**src/rtl/sys_state_ctrl.sv**
```systemverilog
`default_nettype none
// ============================================================================
// Module   : sys_state_ctrl
// Brief    : JPEG core system state controller with fault classification,
//            watchdog/init timeouts and a sticky maskable interrupt.
// Revision : 1.0 - initial release
// ============================================================================
module sys_state_ctrl #(
    parameter int INIT_TIMEOUT = 256,
    parameter int WDOG_TIMEOUT = 1024,
    parameter int CNT_WIDTH    = 16
) (
    input  logic       clk,
    input  logic       rst_n,
    input  logic       cfg_enable,
    input  logic [3:0] cfg_mode,
    input  logic       cfg_intr_mask,
    input  logic       init_done,
    input  logic       busy,
    input  logic       parity_err,
    input  logic       fatal_err,
    input  logic       err_clear,
    output logic [2:0] state,
    output logic       init_start,
    output logic [3:0] mode_q,
    output logic [1:0] err_type,
    output logic       irq,
    output logic [7:0] err_count
);

    typedef enum logic [2:0] {
        S_IDLE     = 3'b000,
        S_INIT     = 3'b001,
        S_ACTIVE   = 3'b010,
        S_ERROR    = 3'b011,
        S_SHUTDOWN = 3'b100
    } state_t;

    typedef enum logic [1:0] {
        E_NONE    = 2'b00,
        E_PARITY  = 2'b01,
        E_TIMEOUT = 2'b10,
        E_FATAL   = 2'b11
    } err_t;

    localparam logic [CNT_WIDTH-1:0] C_INIT_LAST = CNT_WIDTH'(INIT_TIMEOUT - 1);
    localparam logic [CNT_WIDTH-1:0] C_WDOG_LAST = CNT_WIDTH'(WDOG_TIMEOUT - 1);
    localparam logic [CNT_WIDTH-1:0] C_CNT_ONE   = CNT_WIDTH'(1);

    state_t               r_state,      w_state_nxt;
    err_t                 r_err_type,   w_err_type_nxt;
    logic [CNT_WIDTH-1:0] r_cnt,        w_cnt_nxt;
    logic [3:0]           r_mode,       w_mode_nxt;
    logic [7:0]           r_err_count,  w_err_count_nxt;
    logic                 r_irq,        w_irq_nxt;
    logic                 r_init_start, w_init_start_nxt;
    err_t                 w_fault;

    always_ff @(posedge clk or negedge rst_n) begin
        if (!rst_n) begin
            r_state      <= S_IDLE;
            r_err_type   <= E_NONE;
            r_cnt        <= '0;
            r_mode       <= 4'd0;
            r_err_count  <= 8'd0;
            r_irq        <= 1'b0;
            r_init_start <= 1'b0;
        end else begin
            r_state      <= w_state_nxt;
            r_err_type   <= w_err_type_nxt;
            r_cnt        <= w_cnt_nxt;
            r_mode       <= w_mode_nxt;
            r_err_count  <= w_err_count_nxt;
            r_irq        <= w_irq_nxt;
            r_init_start <= w_init_start_nxt;
        end
    end

    always_comb begin
        w_state_nxt      = r_state;
        w_err_type_nxt   = r_err_type;
        w_cnt_nxt        = r_cnt;
        w_mode_nxt       = r_mode;
        w_err_count_nxt  = r_err_count;
        w_irq_nxt        = r_irq;
        w_init_start_nxt = 1'b0;
        w_fault          = E_NONE;

        // Fault checks come first in each state so they outrank normal transitions.
        case (r_state)
            S_IDLE: begin
                if (fatal_err) begin
                    w_fault = E_FATAL;
                end else if (cfg_enable) begin
                    w_state_nxt      = S_INIT;
                    w_init_start_nxt = 1'b1;
                    w_mode_nxt       = cfg_mode;
                    w_cnt_nxt        = '0;
                end
            end
            S_INIT: begin
                if (fatal_err) begin
                    w_fault = E_FATAL;
                end else if (parity_err) begin
                    w_fault = E_PARITY;
                end else if (init_done) begin
                    w_state_nxt = S_ACTIVE;
                    w_cnt_nxt   = '0;
                end else if (r_cnt == C_INIT_LAST) begin
                    w_fault = E_TIMEOUT;
                end else begin
                    w_cnt_nxt = r_cnt + C_CNT_ONE;
                end
            end
            S_ACTIVE: begin
                if (fatal_err) begin
                    w_fault = E_FATAL;
                end else if (parity_err) begin
                    w_fault = E_PARITY;
                end else if (!busy && (r_cnt == C_WDOG_LAST)) begin
                    w_fault = E_TIMEOUT;
                end else begin
                    w_cnt_nxt = busy ? '0 : (r_cnt + C_CNT_ONE);
                    if (!cfg_enable) begin
                        w_state_nxt = S_SHUTDOWN;
                    end
                end
            end
            S_SHUTDOWN: begin
                if (fatal_err) begin
                    w_fault = E_FATAL;
                end else if (!busy) begin
                    w_state_nxt = S_IDLE;
                    w_cnt_nxt   = '0;
                end
            end
            S_ERROR: begin
                // A fatal fault here only upgrades the type; the entry count is unchanged.
                if (fatal_err) begin
                    w_err_type_nxt = E_FATAL;
                    w_irq_nxt      = r_irq | ~cfg_intr_mask;
                end else if (err_clear && (r_err_type != E_FATAL)) begin
                    w_state_nxt    = S_IDLE;
                    w_err_type_nxt = E_NONE;
                    w_irq_nxt      = 1'b0;
                    w_cnt_nxt      = '0;
                end
            end
            default: begin
                w_state_nxt = S_IDLE;
            end
        endcase

        if (w_fault != E_NONE) begin
            w_state_nxt     = S_ERROR;
            w_err_type_nxt  = w_fault;
            w_err_count_nxt = (r_err_count == 8'hFF) ? r_err_count : (r_err_count + 8'd1);
            w_irq_nxt       = r_irq | ~cfg_intr_mask;
        end
    end

    assign state      = r_state;
    assign init_start = r_init_start;
    assign mode_q     = r_mode;
    assign err_type   = r_err_type;
    assign irq        = r_irq;
    assign err_count  = r_err_count;

endmodule
`default_nettype wire

```
**config.mk**
```make
export PLATFORM = sky130hd
export DESIGN_NAME = sys_state_ctrl
export DESIGN_NICKNAME = d
export VERILOG_FILES = /design/src/rtl/sys_state_ctrl.sv
export SDC_FILE = /design/constraint.sdc
export NUM_CORES = 1
export LEC_CHECK = 0
export CORE_MARGIN = 4
export CORE_UTILIZATION = 57
export DETAILED_ROUTE_END_ITERATION = 8
export PLACE_DENSITY_LB_ADDON = 0.2
export SLEW_MARGIN = 20
export SYNTH_ARGS = -nofsm -noshare
export SYNTH_HDL_FRONTEND = slang
export SYNTH_SLANG_ARGS = --single-unit
```
**constraint.sdc**
```tcl
create_clock -name clk -period 3.94 [get_ports clk]
set_input_delay 0.788 -clock clk [delete_from_list [all_inputs] [get_ports clk]]
set_output_delay 0.788 -clock clk [all_outputs]
set_load 0.005 [all_outputs]
```
==> summary.md <==
| Metric | Value |
|---|---|
| Worst-Margin Slew | `568 ps` |
| Count of routing violations after the opening detailed-route iteration | `226` |
| Arrival time of the worst setup path | `2880 ps` |
| MaxCap Viol Count | `0` |
| Die Y | `66.3 um` |
| Cts bufs inserted | `5` |
| Number of instances resized during post-cts repair | `0` |
| Inserted Diodes | `0` |
| Req. time, crit path | `4210 ps` |
| Share of post-route cells with drive strength above 1 | `8.40%` |
| Arithmetic-cell share of the synthesized area counting full adders, half adders and majority gates | `1.81%` |
| Slowest cell delay on critical path | `450 ps` |
| Antenna violations before repair | `0` |
| CP startpoint | `err_clear` |
| Number of fillers in the final layout | `272` |
| Pins over their slew limit | `0` |
| Setup repair after global routing missed its margin | `false` |
| Remaining routing DRC violations | `0` |
| Routed via count divided by cell count | `5.79` |
| DR vias | `1701` |
| Main flop type after synthesis | `sky130_fd_sc_hd__dfrtp_1` |
| Sequential-to-total area share from yosys stat | `45.2%` |
| All-layer global routing usage | `21.2%` |
| Total setup violations reported at the end of the flow | `0` |
| Net count of the mapped netlist | `234` |
| Relative area change from synthesis to final layout | `19.2%` |
| Minimum setup slack among reg-to-reg paths | `1470 ps` |
| Setup fix buffers added after clock tree synthesis | `0` |
| Rows | `20` |
| Wire length of the first global-routing pass | `7180 um` |
| Hold violation total from the final report | `0` |
| Status | `finished clean` |
| CTS hold repair buffers | `0` |
| PortBufs | `31` |
| Starting density of the core | `61.5%` |
| Number of instances on the worst hold path | `2` |
| Leakage | `0.000984 uW` |
| Peak Freq | `0.383 GHz` |
| Wire per inst | `13.5 um` |
| Critical-path top delay cell | `sky130_fd_sc_hd__clkdlybuf4s50_1` |
| Max Buffers Root-to-Sink | `2` |
| Number of search-and-repair iterations in the first detailed-routing pass | `4` |
| Post-synth cell types | `49` |
| Period utilisation layout | `66.2%` |
| Area fraction in compound gates after synthesis | `17.9%` |
| Warning count from the yosys run | `0` |
| Startpoint types | `input pin` |
| Path category of the worst min-delay check | `register to register` |
| Worst-Skew Late Latency | `340 ps` |
| Setup clock skew after layout | `11.5 ps` |
| CP cell instances | `clkdlybuf4s50_1 -> a21boi_0 -> a21oi_1 -> a2111oi_0 -> o221ai_1 -> or3_1 -> a21boi_0` |
| R2R cell count | `5` |
| Grt met1 use | `28.9%` |
| Setup CP Type | `input pin to register` |
| Synthesized-area fraction occupied by xor and xnor cells | `3.62%` |
| Least setup slack across all paths after layout | `1330 ps` |
| Slew margin rel. | `62.2%` |
| DPL Wire Length | `2880 um` |
| Antenna Violating Nets Remaining | `0` |
| PwrDens | `574 mW/mm2` |
| Most frequent cell on the critical path | `sky130_fd_sc_hd__a21boi_0` |
| TritonCTS clock tree | `yes` |
| Die area | `0.00440 mm2` |
| Post-synth EDFFs | `0` |
| Top-level port count | `32` |
| Routing usage on met3 | `6.97%` |
| Mean area per synthesized cell | `8.85 um2` |
| Detailed Route WL | `3970 um` |
| Clock transition at path regs | `110 ps` |
| Time the worst path needs with I/O delays and setup | `2610 ps` |
| Post-synthesis async set-or-reset flop share | `100%` |
| Worst-case setup slack after placement | `996 ps` |
| Largest net degree at the start of global routing | `36` |
| Capturing element of the worst setup path | `state[2]$_DFFE_PN0P_` |
| Cell at the root of the clock tree | `sky130_fd_sc_hd__clkbuf_4` |
| Layout Nets | `264` |
| Layer with the highest usage | `met2` |
| Vias in the first global route | `1559` |
| Netlist area before placement | `0.00194 mm2` |
| Simple logic cell fraction of the synthesized area | `25.9%` |
| Multiplexer share of the synthesized area | `2.19%` |
| Flops & latches, synth | `35` |
| H-tree depth | `2` |
| Overflow left after global routing | `0` |
| TritonCTS Sinks | `35` |
| Chip Width | `66.3 um` |
| Maximum ir drop on the vdd rail | `0.402 mV` |
| Startpoint of the most critical register-to-register path | `r_cnt[10]$_DFFE_PN0P_` |
| Synth Instances | `219` |
| Met2 layer usage reported by global route | `31.5%` |
| Crit-path max FO | `5` |
| Final total negative setup slack | `0 ps` |
| Min-delay src | `mode_q[1]$_DFFE_PN0P_` |
| Core Area | `0.00315 mm2` |
| Routability congestion estimate | `0.886` |
| Endpoint class of the critical path | `register` |
| Destination of the worst register-to-register timing path | `r_cnt[0]$_DFFE_PN0P_` |
| Main combinational cell family by area after synthesis | `simple AND/OR/NAND/NOR gates` |
-- flip-flops by register name, indices dropped and copies added (netlist names) --
signal / flops
irq: 1
state: 3
mode_q: 4
err_type: 2
r_cnt: 16
init_start: 1
err_count: 8
-- worst min-delay path by stage --
| stage | end | slack [ps] |
|---|---|---|
| floorplan | r_cnt[15]$_DFFE_PN0P_ | 450 |
| global placement | mode_q[3]$_DFFE_PN0P_ | 460 |
| detailed placement | mode_q[1]$_DFFE_PN0P_ | 460 |
| CTS | mode_q[1]$_DFFE_PN0P_ | 490 |
| global route | mode_q[1]$_DFFE_PN0P_ | 510 |
| finish | mode_q[1]$_DFFE_PN0P_ | 480 |
-- metal layers --
layer | up-vias | wire, um
met5 | - | 0
met4 | 0 | 69
met2 | 64 | 1680
met1 | 775 | 1860
met3 | 9 | 353
li1 | 853 | -
-- cell type report --
cell class                      count  area (um2)  area share [%]
Clock inverter                      3        15.0           0.650
Inverter                            3        11.3           0.488
Clock buffer                        5        37.5            1.63
Sequential cell                    35         876            37.9
Multi-Input combinational cell    172         997            43.2
Timing Repair Buffer               32         318            13.8
Tap cell                           44        55.1            2.38
-- placed cells by master (no fill, tap or decap), types with 2 or more instances in the layout --
cell type / instances
sky130_fd_sc_hd__nand2_1: 35
sky130_fd_sc_hd__dfrtp_1: 35
sky130_fd_sc_hd__clkdlybuf4s50_1: 31
sky130_fd_sc_hd__o21ai_0: 23
sky130_fd_sc_hd__nor2_1: 20
sky130_fd_sc_hd__nand4_1: 12
sky130_fd_sc_hd__a21oi_1: 9
sky130_fd_sc_hd__and3_1: 8
sky130_fd_sc_hd__xnor2_1: 6
sky130_fd_sc_hd__nand3_1: 5
sky130_fd_sc_hd__a31oi_1: 5
sky130_fd_sc_hd__clkbuf_4: 5
sky130_fd_sc_hd__nor3_1: 4
sky130_fd_sc_hd__inv_1: 3
sky130_fd_sc_hd__a2bb2oi_1: 3
sky130_fd_sc_hd__or2_2: 3
sky130_fd_sc_hd__clkinv_2: 3
sky130_fd_sc_hd__nor2b_1: 2
sky130_fd_sc_hd__xor2_1: 2
sky130_fd_sc_hd__nand3b_1: 2
sky130_fd_sc_hd__mux2_2: 2
sky130_fd_sc_hd__a21boi_0: 2
sky130_fd_sc_hd__nand2b_1: 2
sky130_fd_sc_hd__mux2i_1: 2
sky130_fd_sc_hd__a21oi_2: 2
sky130_fd_sc_hd__ha_1: 2
-- cells by family (layout without fill, tap and decap cells) --
family                   count (synthesis)  after routing
AO/OA/AOI/OAI                           56             56
multiplexers                             4              4
AND/OR/NAND/NOR                        101            101
buffers and inverters                   12             43
flip-flops                              35             35
XOR/XNOR                                 8              8
adder cells (fa/ha/maj)                  3              3
-- synth_stat cells (2+ instances only) --
cell type                    n  area [um2]
sky130_fd_sc_hd__nor2b_1     2        12.5
sky130_fd_sc_hd__a21oi_2     2        17.5
sky130_fd_sc_hd__nor3_1      4        20.0
sky130_fd_sc_hd__dfrtp_1    35         876
sky130_fd_sc_hd__a21oi_1     9        45.0
sky130_fd_sc_hd__nand2_1    35         131
sky130_fd_sc_hd__nand3b_1    2        15.0
sky130_fd_sc_hd__a21boi_0    2        15.0
sky130_fd_sc_hd__and3_1      8        50.1
sky130_fd_sc_hd__mux2_2      2        22.5
sky130_fd_sc_hd__a2bb2oi_1   3        26.3
sky130_fd_sc_hd__o21ai_0    23         115
sky130_fd_sc_hd__or2_2       3        18.8
sky130_fd_sc_hd__ha_1        2        25.0
sky130_fd_sc_hd__xnor2_1     6        52.6
sky130_fd_sc_hd__mux2i_1     2        20.0
sky130_fd_sc_hd__nand3_1     5        25.0
sky130_fd_sc_hd__nand2b_1    2        12.5
sky130_fd_sc_hd__a31oi_1     5        31.3
sky130_fd_sc_hd__xor2_1      2        17.5
sky130_fd_sc_hd__inv_1       3        11.3
sky130_fd_sc_hd__clkbuf_1    5        18.8
sky130_fd_sc_hd__nand4_1    12        75.1
sky130_fd_sc_hd__nor2_1     20        75.1
-- worst max-delay path, delay by kind of cell --
kind,cells,cell delay [ps]
AND/OR/NAND/NOR,1,360
AO/OA/AOI/OAI,5,1270
buffers and inverters,1,450
-- per-stage QoR --
stage | cell area, um2 | instances | hold slack (ps) | power (uW) | util, %
final | 2310 | 294 | 483 | 1330 | 73.3
after floorplan | 1940 | 219 | 445 | 917 | -
after CTS | 2310 | 294 | 490 | 1340 | 73.3
after global placement | 2260 | 286 | 461 | 1140 | 71.6
after detailed placement | 2260 | 286 | 465 | 1150 | 71.6
after global routing | 2310 | 294 | 507 | 1450 | 73.3
-- report_power, final --
group	leakage, uW	total, uW	switching [uW]	internal, uW
clock network	0.0000347	183	116	66.3
logic	0.000493	591	276	315
registers	0.000456	553	110	443
No activity file was read; power rests on OpenSTA's default activity.
